[src/rtl/prog_loader_if.sv]
// prog_loader_if: host command, instruction-memory, core-control, register-file and dump signals.
interface prog_loader_if #(parameter int IMEM_AW = 10);
  logic               cmd_valid;
  logic               cmd_ready;
  logic [31:0]        cmd_data;
  logic               imem_we;
  logic [IMEM_AW-1:0] imem_addr;
  logic [31:0]        imem_wdata;
  logic               core_rst_n;
  logic               core_run;
  logic               core_halted;
  logic [4:0]         rf_raddr;
  logic [31:0]        rf_rdata;
  logic               dump_valid;
  logic               dump_ready;
  logic [31:0]        dump_data;
  logic               busy;
  logic               timeout;
  logic               done;
  modport master (
    input  cmd_valid, cmd_data, core_halted, rf_rdata, dump_ready,
    output cmd_ready, imem_we, imem_addr, imem_wdata, core_rst_n, core_run,
           rf_raddr, dump_valid, dump_data, busy, timeout, done
  );
  modport slave (
    output cmd_valid, cmd_data, core_halted, rf_rdata, dump_ready,
    input  cmd_ready, imem_we, imem_addr, imem_wdata, core_rst_n, core_run,
           rf_raddr, dump_valid, dump_data, busy, timeout, done
  );
endinterface

[src/rtl/prog_loader.sv]
// prog_loader: loads a program into instruction memory, runs the core until halt or timeout,
// then streams the core's register file out one word at a time.
module prog_loader #(
  parameter int IMEM_AW    = 10,
  parameter int NREGS      = 32,
  parameter int RUN_CYCLES = 256
) (
  input logic           clk,
  input logic           rst_n,
  prog_loader_if.master bus
);
  localparam int CW = $clog2(RUN_CYCLES + 1);
  localparam logic [31:0] NMAX = 32'(1) << IMEM_AW;
  typedef enum logic [2:0] {IDLE, LOAD, RUN, DUMP_RD, DUMP_TX, DONE} state_t;
  state_t state, nxt;
  logic [IMEM_AW:0] n, k;
  logic [CW-1:0] cnt;
  logic [4:0] i;
  logic cmd_hs, run_end, last_k, last_i;
  assign cmd_hs     = bus.cmd_valid && bus.cmd_ready;
  assign run_end    = cnt == CW'(RUN_CYCLES - 1);
  assign last_k     = k + 1'b1 == n;
  assign last_i     = i == 5'(NREGS - 1);
  assign bus.cmd_ready  = state == IDLE || state == LOAD;
  assign bus.core_rst_n = !(state == IDLE || state == LOAD);
  assign bus.core_run   = state == RUN;
  assign bus.dump_valid = state == DUMP_TX;
  assign bus.busy       = state != IDLE;
  assign bus.done       = state == DONE;
  assign bus.rf_raddr   = i;
  always_ff @(posedge clk or negedge rst_n)
    if (!rst_n) state <= IDLE;
    else state <= nxt;
  always_comb begin
    nxt = state;
    case (state)
      IDLE:    if (cmd_hs) nxt = bus.cmd_data != 0 ? LOAD : RUN;
      LOAD:    if (cmd_hs && last_k) nxt = RUN;
      RUN:     if (bus.core_halted || run_end) nxt = DUMP_RD;
      DUMP_RD: nxt = DUMP_TX;
      DUMP_TX: if (bus.dump_ready) nxt = last_i ? DONE : DUMP_RD;
      DONE:    nxt = IDLE;
      default: nxt = IDLE;
    endcase
  end
  always_ff @(posedge clk or negedge rst_n)
    if (!rst_n) begin
      n              <= '0;
      k              <= '0;
      cnt            <= '0;
      i              <= '0;
      bus.imem_we    <= 1'b0;
      bus.imem_addr  <= '0;
      bus.imem_wdata <= '0;
      bus.dump_data  <= '0;
      bus.timeout    <= 1'b0;
    end else begin
      bus.imem_we <= state == LOAD && cmd_hs;
      cnt         <= state == RUN ? cnt + 1'b1 : '0;
      if (state == IDLE && cmd_hs) begin
        n           <= bus.cmd_data > NMAX ? (IMEM_AW+1)'(NMAX) : bus.cmd_data[IMEM_AW:0];
        k           <= '0;
        bus.timeout <= 1'b0;
      end
      if (state == LOAD && cmd_hs) begin
        bus.imem_addr  <= k[IMEM_AW-1:0];
        bus.imem_wdata <= bus.cmd_data;
        k              <= k + 1'b1;
      end
      // a halt on the final run cycle takes priority over the timeout
      if (state == RUN && !bus.core_halted && run_end) bus.timeout <= 1'b1;
      if (state == RUN) i <= '0;
      if (state == DUMP_RD) bus.dump_data <= bus.rf_rdata;
      if (state == DUMP_TX && bus.dump_ready && !last_i) i <= i + 1'b1;
    end
endmodule

[src/flat_wrapper.sv]
// flat-port wrapper written by rule: the top's interface ports become plain ports
module prog_loader_flat 
#(
  parameter int IMEM_AW    = 10,
  parameter int NREGS      = 32,
  parameter int RUN_CYCLES = 256
)
  (clk, rst_n, bus_cmd_valid, bus_cmd_data, bus_core_halted, bus_rf_rdata, bus_dump_ready, bus_cmd_ready, bus_imem_we, bus_imem_addr, bus_imem_wdata, bus_core_rst_n, bus_core_run, bus_rf_raddr, bus_dump_valid, bus_dump_data, bus_busy, bus_timeout, bus_done);
  prog_loader_if #(.IMEM_AW(IMEM_AW)) bus_i ();
  input logic clk;
  input logic rst_n;
  input wire logic [$bits(bus_i.cmd_valid)-1:0] bus_cmd_valid;
  input wire logic [$bits(bus_i.cmd_data)-1:0] bus_cmd_data;
  input wire logic [$bits(bus_i.core_halted)-1:0] bus_core_halted;
  input wire logic [$bits(bus_i.rf_rdata)-1:0] bus_rf_rdata;
  input wire logic [$bits(bus_i.dump_ready)-1:0] bus_dump_ready;
  output wire logic [$bits(bus_i.cmd_ready)-1:0] bus_cmd_ready;
  output wire logic [$bits(bus_i.imem_we)-1:0] bus_imem_we;
  output wire logic [$bits(bus_i.imem_addr)-1:0] bus_imem_addr;
  output wire logic [$bits(bus_i.imem_wdata)-1:0] bus_imem_wdata;
  output wire logic [$bits(bus_i.core_rst_n)-1:0] bus_core_rst_n;
  output wire logic [$bits(bus_i.core_run)-1:0] bus_core_run;
  output wire logic [$bits(bus_i.rf_raddr)-1:0] bus_rf_raddr;
  output wire logic [$bits(bus_i.dump_valid)-1:0] bus_dump_valid;
  output wire logic [$bits(bus_i.dump_data)-1:0] bus_dump_data;
  output wire logic [$bits(bus_i.busy)-1:0] bus_busy;
  output wire logic [$bits(bus_i.timeout)-1:0] bus_timeout;
  output wire logic [$bits(bus_i.done)-1:0] bus_done;
  assign bus_i.cmd_valid = bus_cmd_valid;
  assign bus_i.cmd_data = bus_cmd_data;
  assign bus_i.core_halted = bus_core_halted;
  assign bus_i.rf_rdata = bus_rf_rdata;
  assign bus_i.dump_ready = bus_dump_ready;
  assign bus_cmd_ready = bus_i.cmd_ready;
  assign bus_imem_we = bus_i.imem_we;
  assign bus_imem_addr = bus_i.imem_addr;
  assign bus_imem_wdata = bus_i.imem_wdata;
  assign bus_core_rst_n = bus_i.core_rst_n;
  assign bus_core_run = bus_i.core_run;
  assign bus_rf_raddr = bus_i.rf_raddr;
  assign bus_dump_valid = bus_i.dump_valid;
  assign bus_dump_data = bus_i.dump_data;
  assign bus_busy = bus_i.busy;
  assign bus_timeout = bus_i.timeout;
  assign bus_done = bus_i.done;
  prog_loader #(.IMEM_AW(IMEM_AW), .NREGS(NREGS), .RUN_CYCLES(RUN_CYCLES)) u_core (.clk(clk), .rst_n(rst_n), .bus(bus_i));
endmodule
[config.mk]
export PLATFORM = sky130hd
export DESIGN_NAME = prog_loader_flat
export DESIGN_NICKNAME = d
export VERILOG_FILES = /design/src/rtl/prog_loader_if.sv /design/src/rtl/prog_loader.sv /design/src/flat_wrapper.sv
export SDC_FILE = /design/constraint.sdc
export NUM_CORES = 1
export LEC_CHECK = 0
export ABC_AREA = 1
export BUFFER_PORTS_ARGS = -buffer_cell sky130_fd_sc_hd__buf_2
export CORE_UTILIZATION = 48
export DETAILED_ROUTE_END_ITERATION = 6
export PLACE_DENSITY = 0.81
export SYNTH_ARGS = -nofsm -noshare
export SYNTH_HDL_FRONTEND = slang
export SYNTH_SLANG_ARGS = --single-unit
export TNS_END_PERCENT = 30
[constraint.sdc]
create_clock -name clk -period 2 [get_ports clk]
set_clock_uncertainty 0.15 [all_clocks]
set_input_delay 0.2 -clock clk [delete_from_list [all_inputs] [get_ports clk]]
set_output_delay 0.2 -clock clk [all_outputs]
set_load 0.01 [all_outputs]
==> results.toml, run 1 <==
[setup_path]
cp_max_fo = 6
cp_data_arrival_time_ns = 1.58
crit_type = "flip-flop to output pin"
start_kind = "flip-flop"
cp-end-kind = "output pin"
timing.critical_path.required_ns = 1.65

[route]
via_per_inst = 5.15
drc = 0
drt-initial-drc-count = 274
wl_per_cell_um = 15.6
routed_wl_um = 14800
drt_pass1_iterations = 5
vias = 4876
final_antenna_net_count = 0

[die]
num_rows = 37
die_x_um = 106
dieArea_um2 = 11300
io_pins = 156
core-area_um2 = 10400
start_util_pct = 49.9
die_h_um = 106

[yosys]
synth.distinct_cells = 30
netlist.area_leader.share_pct = 55.3
synthFlopType = "dfrtp_1"
synth_edf_count = 0
synthesis.nets = 634
yosysMostFrequentCell = "nand2_1"
yosysWarningCount = 0
synth_area_um2 = 5200
synth_area_leaders = "dfrtp_1, nand2_1, mux2_2, inv_1, o21ai_0"
syn-instance-count = 560
synth_seq_cells = 115
synth_top_area_cell = "dfrtp_1"
yosysSeqAreaShare_pct = 55.3
synth_area_per_cell_um2 = 9.29
async_flop_share_pct = 100
synthTopCellsByCount = "nand2_1, dfrtp_1, inv_1, o21ai_0, nand3_1"

[final_layout]
drive_gt1_share_pct = 32.8
syn_to_final_growth_pct = 45.0
design_area_um2 = 7550
fillers = 714
nNetsFinal = 870
final_util_pct = 72.4
instances_no_fill = 946

[pwr]
switching_share_pct = 35.6
pwr-share-clk_pct = 29.3
seq_power_share_pct = 34.3
power.density_nw_per_um2 = 1480
p_total_mw = 11.1
ir_worst_vdd_mv = 0.789
p_leak_nw = 3.86
p_int_mw = 7.17
p_sw_mw = 3.97
p_comb_share_pct = 36.3

[global_route]
grt_pass1_wl_um = 23800
grt.total_usage_pct = 27.5
grt_pass1_vias = 5007
grt_max_degree = 87
antenna_found_initial = 1
grt.overflow.total = 0

[sta]
fin_ws_ns = 0.0698
hold_viol_final = 0
period_needed_ns = 1.93
whs_ns = 0.0838
fmax_mhz = 518
finalSetupTns_ns = 0
worst_slew_margin_rel_pct = 76.2
final-setup-viol-count = 0
report.final.slew_viol_count = 0
grt_setup_unrepaired = "true"
max_slew.worst_pin.slew_ns = 0.355
period_share_pct = 96.5

[clock_tree]
htreeDepth = 4
clk_latency_ns = 0.52
post_cts_buffers = 0
cts_tree = "done"
clkTransAtPathRegs_ns = 0.05
clock_tree.buffer_depth = 2
cts-root-buf = "clkbuf_8"
numCtsBuffers = 17
clock_sinks = 115

[place]
dp_slack_ns = 0.0697
hpwl_um = 9090
dpl_cell_area_um2 = 6190
dpl.cell_count = 844
gp_congestion = 0.842
portBuffers = 155

[run_status]
outcome = "finished clean"

[hold_path]
hp-class = "input port to asynchronous set/reset pin"

[flow_run]
drv_cap = 0
cell usage in the layout, fill, tap and decap left out, drive strengths merged, types with 7 or more instances in the layout:
cell type / n
o21ai: 57
nor2: 36
dlygate4sd3: 69
o22ai: 15
nand2: 138
nand3: 42
buf: 165
dfrtp: 115
inv: 77
nand4: 9
nor3: 7
clkbuf: 22
mux2: 32
critical path, cell delays in order (launching register included):
cell and delay, ns:
dfrtp_1 0.49, nor2_4 0.15, nand2_2 0.13, nand2_4 0.12, inv_1 0.04, buf_2 0.13
metal layers:
layer / routed length [µm] / up-vias / global-route usage [%]
li1: - / 2302 / -
met5: 0 / - / 0
met3: 810 / 51 / 7.11
met1: 5630 / 2332 / 31.1
met4: 504 / 0 / 12.6
met2: 7810 / 191 / 48.5
layout make-up:
type	instances	area [µm²]	area share (%)
Clock buffer	22	463	6.13
Timing Repair Buffer	234	1590	21.1
Tap cell	136	170	2.26
Antenna cell	1	2.50	0.0332
Multi-Input combinational cell	350	1970	26.1
Sequential cell	115	2880	38.1
Inverter	78	293	3.88
Clock inverter	10	178	2.35
power by group through the flow:
stage / Combinational (mW) / Clock, mW / Sequential (mW)
2_1_floorplan: 1.99 / 0 / 4.13
3_3_place_gp: 3.71 / 0 / 3.76
3_5_place_dp: 3.85 / 0 / 3.81
4_1_cts: 4.01 / 3.30 / 3.79
5_1_grt: 4.44 / 3.40 / 3.91
6_report: 4.05 / 3.27 / 3.82
final timing paths:
path	from	end	slack, ns	depth (start not counted)
min reg2reg	u_core.cnt[0]	u_core.cnt[0]	0.32	1
max reg2reg	u_core.cnt[0]	u_core.state[1]	0.10	12
min	rst_n	u_core.bus.imem_addr[2]	0.08	3
max	u_core.state[0]	bus_core_rst_n	0.07	5
min in group clk	bus_rf_rdata[23]	u_core.bus.dump_data[23]	0.30	3
max in group asynchronous	rst_n	u_core.bus.imem_wdata[1]	1.16	3
flip-flops by register name, summed over array words and instances (netlist names):
register and flops:
u_core.k 11, u_core.n 11, u_core.bus.timeout 1, u_core.state 3
u_core.bus.imem_addr 10, u_core.cnt 9, u_core.bus.dump_data 32, u_core.bus.rf_raddr 5
u_core.bus.imem_we 1, u_core.bus.imem_wdata 32
what timing repair did:
item,CTS,global route
resized for setup,0,8
hold buffers,69,0
endpoints found under the hold margin,197,0
endpoints found under the setup margin,0,4
kinds of logic (layout without fill, tap and decap cells):
logic type      Yosys count  after routing  share of synthesized area, %
xor+xnor                  1              1                         0.168
flops                   115            115                          55.3
mux                      32             32                          6.93
other cells               0              1                             0
buf+inv                  95            344                          7.24
fa+ha+maj                 5              5                          1.20
simple gates            233            233                          21.1
compound gates           79             79                          8.08
(Power assumes the default switching activity.)
==> run 2, diff against run 1 <==
BUFFER_PORTS_ARGS = default   (was -buffer_cell sky130_fd_sc_hd__buf_2)
CORE_UTILIZATION = 63   (was 48)
DONT_BUFFER_PORTS = 1   (was default)
PLACE_DENSITY = 0.85   (was 0.81)
==> results.toml, run 2 (same netlist as run 1, synthesis figures left out) <==
[run_status]
outcome = "finished with violations"
violations = "hold timing, setup timing"

[setup_path]
cpLargestDelayFamily = "simple AND/OR/NAND/NOR gates"
timing.critical_path.required_ns = 2.31
cp_num_buf_inv = 1
worst-path-stages = 12
critPathMaxStageDelay_ns = 0.35
cp_common_cell = "nand3_2"
start_kind = "flip-flop"
cp_data_arrival_time_ns = 2.40
path_cells = "buf_4 -> ha_4 -> nand2_4 -> o21ai_0 -> nand3_1 -> nand2_1 -> nand3_2 -> nor2_4 -> nand3_2 -> nand2_2 -> nand3_2 -> nand2_1"
cp_max_fo = 6
crit_type = "flip-flop to flip-flop"
r2r_cells = 12
cp-end-kind = "flip-flop"
slowest_stage = "dfrtp_1"

[route]
drc = 0
vias = 4626
drt_pass1_iterations = 6
drt-initial-drc-count = 473
final_antenna_net_count = 0
wl_per_cell_um = 20.2
routed_wl_um = 15400
via_per_inst = 6.07

[die]
core-area_um2 = 7850
die_x_um = 92.9
start_util_pct = 66.3
num_rows = 32
dieArea_um2 = 8630
die_h_um = 92.9
io_pins = 156

[pwr]
p_leak_nw = 3.25
seq_power_share_pct = 41.1
p_total_mw = 10.7
p_comb_share_pct = 28.4
p_sw_mw = 4.02
switching_share_pct = 37.6
ir_worst_vdd_mv = 1.02
power.density_nw_per_um2 = 1560
p_int_mw = 6.66
pwr-share-clk_pct = 30.5

[final_layout]
n_antenna_cell = 0
syn_to_final_growth_pct = 31.9
fillers = 336
drive_gt1_share_pct = 20.2
seq_area_um2 = 2880
nNetsFinal = 722
multiInputGateArea_um2 = 2080
instances_no_fill = 762
layout_commonest_cell = "nand2_1"
final_cell_mix = "nand2_1, dfrtp_1, inv_1"
top_regs = "u_core.bus.dump_data (32), u_core.bus.imem_wdata (32)"

[place]
portBuffers = 0
gp_congestion = 0.914
dpl.cell_count = 654
dp_slack_ns = -0.108
hpwl_um = 7940

[clock_tree]
cts_tree = "done"
numCtsBuffers = 17
clkTransAtPathRegs_ns = 0.06
htreeDepth = 4
cts-root-buf = "clkbuf_8"
clk_latency_ns = 0.52
clock_sinks = 115
ctsHoldBuffers = 67
clock_tree.buffer_depth = 2

[sta]
period_share_pct = 105
fmax_mhz = 478
worst_slew_margin_rel_pct = 75.4
grt_setup_unrepaired = "true"
fin_ws_ns = -0.0920
max_slew.worst_pin.slew_ns = 0.367
final-setup-viol-count = 3
whs_ns = -0.773
period_needed_ns = 2.09
hold_viol_final = 115
report.final.slew_viol_count = 0

[global_route]
use_met1_pct = 40.1
grt.overflow.total = 0
grt.total_usage_pct = 35.3
antenna_found_initial = 0
grt_pass1_vias = 4681
grt_use_met2_pct = 59.6
grt_max_degree = 116
grt_pass1_wl_um = 22700
busiest_layer = "met2"
grt_use_met3_pct = 9.69

[hold_path]
hp-class = "input port to asynchronous set/reset pin"

[flow_run]
drv_cap = 0
==> run 2: final timing paths <==
path	start	to	slack (ns)
max	u_core.k[0]	u_core.state[2]	-0.09
min	rst_n	u_core.bus.imem_addr[1]	-0.77
max reg2reg	u_core.k[0]	u_core.state[2]	-0.09
min reg2reg	u_core.bus.imem_wdata[9]	u_core.bus.imem_wdata[9]	0.39
max in group asynchronous	rst_n	u_core.bus.imem_wdata[25]	2.36
min in group clk	bus_rf_rdata[4]	u_core.bus.dump_data[4]	0.22
==> run 2: layout make-up <==
cell class | instances | share of cell area, %
clock inverters | 10 | 2.63
repair buffers | 86 | 12.4
inverters | 78 | 4.27
clock buffers | 21 | 6.55
flip-flops and latches | 115 | 42.0
multi-input cells | 350 | 30.3
well taps | 102 | 1.86
==> run 2: power groups by stage <==
stage | logic (mW) | registers, mW | clock network (mW)
after floorplan | 1.99 | 4.13 | 0
after global placement | 2.38 | 4.30 | 0
after CTS | 2.68 | 4.32 | 3.22
final | 3.04 | 4.39 | 3.25
after global routing | 3.31 | 4.47 | 3.38
after detailed placement | 2.50 | 4.34 | 0
==> run 2: worst register-to-register path: stages, from the launching register on <==
cell and delay, ns:
dfrtp_1 0.35, buf_4 0.13, ha_4 0.15, nand2_4 0.09, o21ai_0 0.25, nand3_1 0.15, nand2_1 0.13, nand3_2 0.13
nor2_4 0.13, nand3_2 0.10, nand2_2 0.12, nand3_2 0.08, nand2_1 0.07
==> run 2: what timing repair did <==
| action | 4_1_cts | 5_1_grt |
|---|---|---|
| pin swaps | 2 | 12 |
| endpoints found under the setup margin | 3 | 3 |
| hold endpoints to repair | 207 | 115 |
| gates resized for setup | 6 | 27 |
| setup buffers | 1 | 9 |
==> run 2: through the flow <==
stage | util (%) | TNS [ns] | area (µm²)
6_report | 87.4 | -0.252 | 6860
5_1_grt | 87.4 | -0.441 | 6860
4_1_cts | 85.1 | 0 | 6680
3_5_place_dp | 68.2 | -0.253 | 5350
3_3_place_gp | 68.2 | 0 | 5350
2_1_floorplan | - | 0 | 5200
==> run 2: per-layer routing <==
layer	wire [µm]	up-vias
met3	1370	69
met2	7810	320
li1	-	1998
met5	0	-
met1	5490	2239
met4	756	0
